## src/rtl/biquad_pkg.sv

```systemverilog
// Shared types and constants for the time-multiplexed biquad cascade scheduler.
package biquad_pkg;

  // Scheduler FSM states
  typedef enum logic [2:0] {
    IDLE  = 3'd0,
    ISSUE = 3'd1,
    WAIT  = 3'd2,
    STORE = 3'd3,
    DONE  = 3'd4
  } sched_state_t;

  // Coefficient select encoding on coef_sel
  localparam logic [2:0] COEF_B0 = 3'd0;
  localparam logic [2:0] COEF_B1 = 3'd1;
  localparam logic [2:0] COEF_B2 = 3'd2;
  localparam logic [2:0] COEF_A1 = 3'd3;
  localparam logic [2:0] COEF_A2 = 3'd4;

  // One stage's coefficient set; b0 occupies the most significant slice
  typedef struct packed {
    logic [15:0] b0;
    logic [15:0] b1;
    logic [15:0] b2;
    logic [15:0] a1;
    logic [15:0] a2;
  } coef_set_t;

  // Pass-through coefficient set: b0 as given, everything else zero
  function automatic coef_set_t coef_reset_set(input logic [15:0] b0_val);
    coef_set_t c;
    c.b0 = b0_val;
    c.b1 = 16'h0000;
    c.b2 = 16'h0000;
    c.a1 = 16'h0000;
    c.a2 = 16'h0000;
    return c;
  endfunction

endpackage

```

## src/rtl/biquad_coef_bank.sv

```systemverilog
// Double-buffered coefficient storage: per-stage shadow bank written by the host,
// active bank read by the scheduler. The active bank only changes on a commit pulse.
module biquad_coef_bank
  import biquad_pkg::*;
#(
  parameter int          NUM_STAGES = 4,
  parameter int          STAGE_W    = 2,
  parameter logic [15:0] RESET_B0   = 16'h4000
) (
  input  logic               clk,
  input  logic               reset,
  input  logic               coef_we,
  input  logic [STAGE_W-1:0] coef_stage,
  input  logic [2:0]         coef_sel,
  input  logic [15:0]        coef_data,
  input  logic               commit,
  input  logic [STAGE_W-1:0] rd_stage,
  output coef_set_t          rd_coef
);

  coef_set_t shadow_r    [NUM_STAGES];
  coef_set_t active_r    [NUM_STAGES];
  coef_set_t shadow_next_s [NUM_STAGES];
  logic      wr_ok_s;

  assign wr_ok_s = coef_we && (int'(coef_stage) < NUM_STAGES);

  // Shadow bank with this cycle's write folded in, so a same-cycle commit sees it
  always_comb begin
    shadow_next_s = shadow_r;
    if (wr_ok_s) begin
      case (coef_sel)
        COEF_B0: shadow_next_s[coef_stage].b0 = coef_data;
        COEF_B1: shadow_next_s[coef_stage].b1 = coef_data;
        COEF_B2: shadow_next_s[coef_stage].b2 = coef_data;
        COEF_A1: shadow_next_s[coef_stage].a1 = coef_data;
        COEF_A2: shadow_next_s[coef_stage].a2 = coef_data;
        default: shadow_next_s = shadow_r;
      endcase
    end else begin
      shadow_next_s = shadow_r;
    end
  end

  // Shadow capture every cycle; active bank copies the shadow only on commit
  always_ff @(posedge clk) begin
    if (reset) begin
      for (int i = 0; i < NUM_STAGES; i++) begin
        shadow_r[i] <= coef_reset_set(RESET_B0);
        active_r[i] <= coef_reset_set(RESET_B0);
      end
    end else begin
      shadow_r <= shadow_next_s;
      if (commit) begin
        active_r <= shadow_next_s;
      end
    end
  end

  assign rd_coef = active_r[rd_stage];

endmodule

```

## src/rtl/biquad_cascade_sched.sv

```systemverilog
// Schedules one shared biquad engine across NUM_STAGES cascaded stages. Owns the
// per-stage histories, issues one engine job per stage and chains each result
// into the next stage. Coefficient commits land only on sample boundaries.
module biquad_cascade_sched
  import biquad_pkg::*;
#(
  parameter int          NUM_STAGES = 4,
  parameter int          STAGE_W    = 2,
  parameter logic [15:0] RESET_B0   = 16'h4000
) (
  input  logic               clk,
  input  logic               reset,
  input  logic               sample_valid,
  input  logic [15:0]        sample_in,
  input  logic               coef_we,
  input  logic [STAGE_W-1:0] coef_stage,
  input  logic [2:0]         coef_sel,
  input  logic [15:0]        coef_data,
  input  logic               coef_commit,
  output logic               eng_start,
  output logic [15:0]        eng_x,
  output logic [63:0]        eng_hist,
  output logic [79:0]        eng_coef,
  input  logic [15:0]        eng_y,
  input  logic               eng_done,
  output logic [15:0]        filtered_out,
  output logic               output_valid,
  output logic               busy,
  output logic               overrun
);

  localparam logic [STAGE_W-1:0] LAST_STAGE = STAGE_W'(NUM_STAGES - 1);

  sched_state_t       state_r;
  logic [STAGE_W-1:0] stage_r;
  logic [15:0]        stage_x_r;
  logic [15:0]        y_cap_r;
  logic               commit_pending_r;
  logic               commit_now_s;
  coef_set_t          rd_coef_s;

  logic [15:0] x1_r [NUM_STAGES];
  logic [15:0] x2_r [NUM_STAGES];
  logic [15:0] y1_r [NUM_STAGES];
  logic [15:0] y2_r [NUM_STAGES];

  // Commit immediately when idle; a deferred commit lands as DONE hands back to IDLE
  always_comb begin
    commit_now_s = 1'b0;
    if (state_r == IDLE) begin
      commit_now_s = coef_commit;
    end else if (state_r == DONE) begin
      commit_now_s = coef_commit | commit_pending_r;
    end else begin
      commit_now_s = 1'b0;
    end
  end

  biquad_coef_bank #(
    .NUM_STAGES (NUM_STAGES),
    .STAGE_W    (STAGE_W),
    .RESET_B0   (RESET_B0)
  ) u_coef_bank (
    .clk        (clk),
    .reset      (reset),
    .coef_we    (coef_we),
    .coef_stage (coef_stage),
    .coef_sel   (coef_sel),
    .coef_data  (coef_data),
    .commit     (commit_now_s),
    .rd_stage   (stage_r),
    .rd_coef    (rd_coef_s)
  );

  // Scheduler FSM: sample accept, per-stage engine job, history update, output
  always_ff @(posedge clk) begin
    if (reset) begin
      state_r          <= IDLE;
      stage_r          <= {STAGE_W{1'b0}};
      stage_x_r        <= 16'h0000;
      y_cap_r          <= 16'h0000;
      commit_pending_r <= 1'b0;
      eng_start        <= 1'b0;
      eng_x            <= 16'h0000;
      eng_hist         <= 64'h0;
      eng_coef         <= 80'h0;
      filtered_out     <= 16'h0000;
      output_valid     <= 1'b0;
      busy             <= 1'b0;
      overrun          <= 1'b0;
      for (int i = 0; i < NUM_STAGES; i++) begin
        x1_r[i] <= 16'h0000;
        x2_r[i] <= 16'h0000;
        y1_r[i] <= 16'h0000;
        y2_r[i] <= 16'h0000;
      end
    end else begin
      eng_start    <= 1'b0;
      output_valid <= 1'b0;

      // A sample arriving mid-job is dropped and flagged, the job carries on
      if (sample_valid && (state_r != IDLE)) begin
        overrun <= 1'b1;
      end

      // Commit requested mid-job is remembered until the sample completes
      if (coef_commit && (state_r != IDLE) && (state_r != DONE)) begin
        commit_pending_r <= 1'b1;
      end

      case (state_r)
        IDLE: begin
          if (sample_valid) begin
            stage_x_r <= sample_in;
            stage_r   <= {STAGE_W{1'b0}};
            busy      <= 1'b1;
            state_r   <= ISSUE;
          end else begin
            busy <= 1'b0;
          end
        end
        ISSUE: begin
          eng_start <= 1'b1;
          eng_x     <= stage_x_r;
          eng_hist  <= {x1_r[stage_r], x2_r[stage_r], y1_r[stage_r], y2_r[stage_r]};
          eng_coef  <= rd_coef_s;
          state_r   <= WAIT;
        end
        WAIT: begin
          if (eng_done) begin
            y_cap_r <= eng_y;
            state_r <= STORE;
          end
        end
        STORE: begin
          x2_r[stage_r] <= x1_r[stage_r];
          x1_r[stage_r] <= stage_x_r;
          y2_r[stage_r] <= y1_r[stage_r];
          y1_r[stage_r] <= y_cap_r;
          stage_x_r     <= y_cap_r;
          if (stage_r == LAST_STAGE) begin
            state_r <= DONE;
          end else begin
            stage_r <= stage_r + STAGE_W'(1);
            state_r <= ISSUE;
          end
        end
        DONE: begin
          filtered_out     <= stage_x_r;
          output_valid     <= 1'b1;
          commit_pending_r <= 1'b0;
          state_r          <= IDLE;
        end
        default: begin
          state_r <= IDLE;
        end
      endcase
    end
  end

endmodule

```

## config.mk

```make
export PLATFORM = sky130hd
export DESIGN_NAME = biquad_cascade_sched
export DESIGN_NICKNAME = d
export VERILOG_FILES = /design/src/rtl/biquad_pkg.sv /design/src/rtl/biquad_coef_bank.sv /design/src/rtl/biquad_cascade_sched.sv
export SDC_FILE = /design/constraint.sdc
export NUM_CORES = 2
export LEC_CHECK = 0
export BUFFER_PORTS_ARGS = -buffer_cell sky130_fd_sc_hd__buf_2
export CAP_MARGIN = 20
export CORE_UTILIZATION = 55
export CTS_BUF_LIST = sky130_fd_sc_hd__clkbuf_16
export CTS_CLUSTER_SIZE = 28
export DETAILED_ROUTE_END_ITERATION = 16
export GPL_ROUTABILITY_DRIVEN = 1
export PLACE_DENSITY = 0.76
export SLEW_MARGIN = 20
export SYNTH_ARGS = -nofsm -noshare
export SYNTH_HDL_FRONTEND = slang
export SYNTH_SLANG_ARGS = --single-unit
```

## constraint.sdc

```tcl
create_clock -name clk -period 4.4 [get_ports clk]
set_input_delay 0 -clock clk [delete_from_list [all_inputs] [get_ports clk]]
set_output_delay 0 -clock clk [all_outputs]
set_load 0.005 [all_outputs]
```

==> impl_metrics.toml <==
[worst_setup_path]
end_kind = "flip-flop"
cp_num_buf_inv = 3
crit_fanout = 16
required_ns = 5.02
path_common_cell = "dlygate4sd3_1"
critPathSlowestCell = "dfxtp_1"
critPathMaxStageDelay_ns = 0.68
cp-start-kind = "flip-flop"
cp.arrival_ns = 3.37
crit_type = "reg -> reg"
crit_chain = "nor4bb_2 -> buf_4 -> nand2_1 -> dlygate4sd3_1 -> a21oi_1 -> dlygate4sd3_1"
cpLargestDelayFamily = "buffers and inverters"

[synth]
syn_nets = 4359
yosysTopAreaCellShare_pct = 38.9
yosysWarnings = 0
synth_top_area_cell = "dfxtp_1"
synth_cells = 4299
syn_area_per_cell_um2 = 10.3
synth_seq_area_share_pct = 56.2
synth.distinct_cells = 55
synth-seq-cells = 1116
syn_area_um2 = 44300
synth_area_leaders = "dfxtp_1, edfxtp_1, a21oi_1"

[power_and_ir_drop]
fin_total_pwr_uw = 22800
ir_drop_v = 0.000308
p_leak_uw = 0.0175
pwr_density_cell_nw_per_um2 = 455

[cts]
clock_sinks = 1116
numCtsBuffers = 109
cts_setup_buffers = 0
clockBufferDepth = 3
htree_levels = 3
cts_tree = "built"
cts_resized = 0
cts_root_buf = "clkbuf_16"
clk_latency_ns = 0.68
cts_hold_buf = 72
path_clk_slew_ns = 0.07

[floorplanning]
die_area_um2 = 81700
start_util_pct = 55.8
top_level_ports = 239
core_um2 = 79400
fp.dieH_um = 286
die_x_um = 286
rows = 103

[routing]
wl_per_cell_um = 22.8
viasPerCell = 6.42
drt_pass1_iterations = 6
drc = 0
ant_nets = 0
num_vias = 35300
drtIter0Drc = 4185
routed_wl_um = 125000

[placed_design]
gp_congestion = 0.817
post_dp_cell_area_um2 = 45800
port_buffers = 238
place_ws_ns = 1.84
dp_hpwl_um = 66700

[grt]
grt_pass1_vias = 33600
grt_pass1_wl_um = 192000
grt_util_all_layers_pct = 29.7
grt-ovfl-total = 0
grt_antenna_before_repair = 4
grt_max_degree = 242

[sta]
grt_setup_unrepaired = "false"
finalHoldViolations = 0
fin_ws_ns = 1.65
fin_skew_ns = 0.0253
slew_viol_final = 0
tns_ns = 0
max_freq_mhz = 363
setup_viol = 0
maxSlewHeadroom_pct = 17.8
worstMarginPinSlew_ns = 1.23
timing.final.crit_share_pct = 62.6
finalCriticalPeriod_ns = 2.75

[cells_and_area]
nNetsFinal = 4410
design_area_um2 = 50100
drive_gt1_share_pct = 14.5
area_delta_synth_final_pct = 13.2

[min_path]
min-delay-path-class = "in -> reg"

[run]
drv_cap = 0

[outcome]
status = "finished clean"
[synth_stat cells (all sizes together)]
library cell and instances:
and3 16, nor2b 2, and4b 1, dfxtp 860, or3b 2, a22o 16, nand4b 1, or2 5
nand4bb 4, a21oi 815, mux4 144, nand2 640, nor4 1, ha 1, o21ai 320, nor4b 3
nor2 23, clkbuf 299, mux2i 1, a31oi 4, nor4bb 3, a311oi 332, nand3b 5, nand3 37
a211oi 4, o21bai 1, and2 257, or3 2, nor3 3, buf 145, edfxtp 256, nor3b 17
nand4 32, xnor2 1, o22a 1, and4bb 2, and3b 34, nand2b 3, a21o 1, or4b 3
o211ai 2
[cell usage in the layout, fill, tap and decap left out, types with 3 or more instances in the layout]
cell / count
a211oi_1: 4
a21oi_1: 815
a22o_1: 16
a311oi_1: 329
a311oi_2: 3
a31oi_1: 4
and2_1: 257
and3_1: 16
and3b_1: 32
buf_12: 17
buf_2: 237
buf_4: 57
bufinv_16: 11
clkbuf_16: 115
clkinv_1: 31
clkinv_2: 15
dfxtp_1: 857
diode_2: 7
dlygate4sd3_1: 72
edfxtp_1: 256
inv_1: 23
inv_6: 3
mux4_2: 144
nand2_1: 637
nand2_2: 3
nand3_1: 37
nand3b_1: 5
nand4_1: 32
nor2_1: 21
nor3_1: 3
nor3b_1: 15
o21ai_0: 294
o21ai_1: 26
or2_2: 5
or4b_2: 3
[where the power goes]
part           internal [uW]  leakage (uW)  total [uW]  switching, uW
registers              11000       0.00964       11300            298
logic                    788       0.00600        2250           1460
clock network           5330       0.00183        9270           3940
total                  17100        0.0175       22800           5700
[stage by stage]
stage | hold slack (ns) | utilization, % | instances
3_3_place_gp | 0.246 | 57.7 | 5216
5_1_grt | 0.140 | 63.1 | 5492
4_1_cts | 0.0817 | 63.1 | 5490
6_report | 0.121 | 63.1 | 5498
3_5_place_dp | 0.247 | 57.7 | 5216
2_1_floorplan | 0.136 | - | 4299
[cells by family after synthesis]
family	synth area share, %
xor gates and xnor gates	0.0198
and+or+nand+nor	12.2
DFF	56.2
AOI/OAI and AO/OA	20.0
buffers and inverters	4.25
muxes	7.35
adders and majority gates	0.0282
[worst reg2reg max path, cell delays in order, from the launching register on]
cell	delay, ns
dfxtp_1	0.68
nor4bb_2	0.39
buf_4	0.28
nand2_1	0.09
dlygate4sd3_1	0.57
a21oi_1	0.14
dlygate4sd3_1	0.57
[area by class of cell]
cell class / count / area [um2]
fillers: 6297 / 29300
multi-input cells: 2739 / 17600
clock inverters: 87 / 669
well taps: 1050 / 1310
flip-flops and latches: 1116 / 24900
repair buffers: 384 / 2690
clock buffers: 115 / 2880
diodes: 7 / 17.5
[worst paths after layout]
check	slack [ns]	cells past startpoint	to	start
max	1.65	6	y_cap_r[15]	state_r[1]
min	0.12	4	u_coef_bank.shadow_r[97]	coef_sel[1]
max reg2reg	1.65	6	y_cap_r[15]	state_r[1]
min reg2reg	0.45	2	eng_coef[48]	eng_coef[48]
[state kept, by name, summed over array words and instances (netlist names), 16 cells and up, named ones only]
| register | count |
|---|---|
| u_coef_bank.shadow_r | 320 |
| stage_x_r | 16 |
| y1_r | 64 |
| x2_r | 64 |
| filtered_out | 16 |
| eng_hist | 64 |
| y_cap_r | 16 |
| eng_x | 16 |
| x1_r | 64 |
| u_coef_bank.active_r | 320 |
| y2_r | 64 |
| eng_coef | 80 |
[per-layer routing]
metal / track usage (%) / routed length (um)
met3: 4.77 / 11300
met5: 0 / 26
met1: 40.7 / 50800
met4: 12.8 / 4770
met2: 47.0 / 58300
(Power assumes the default switching activity.)
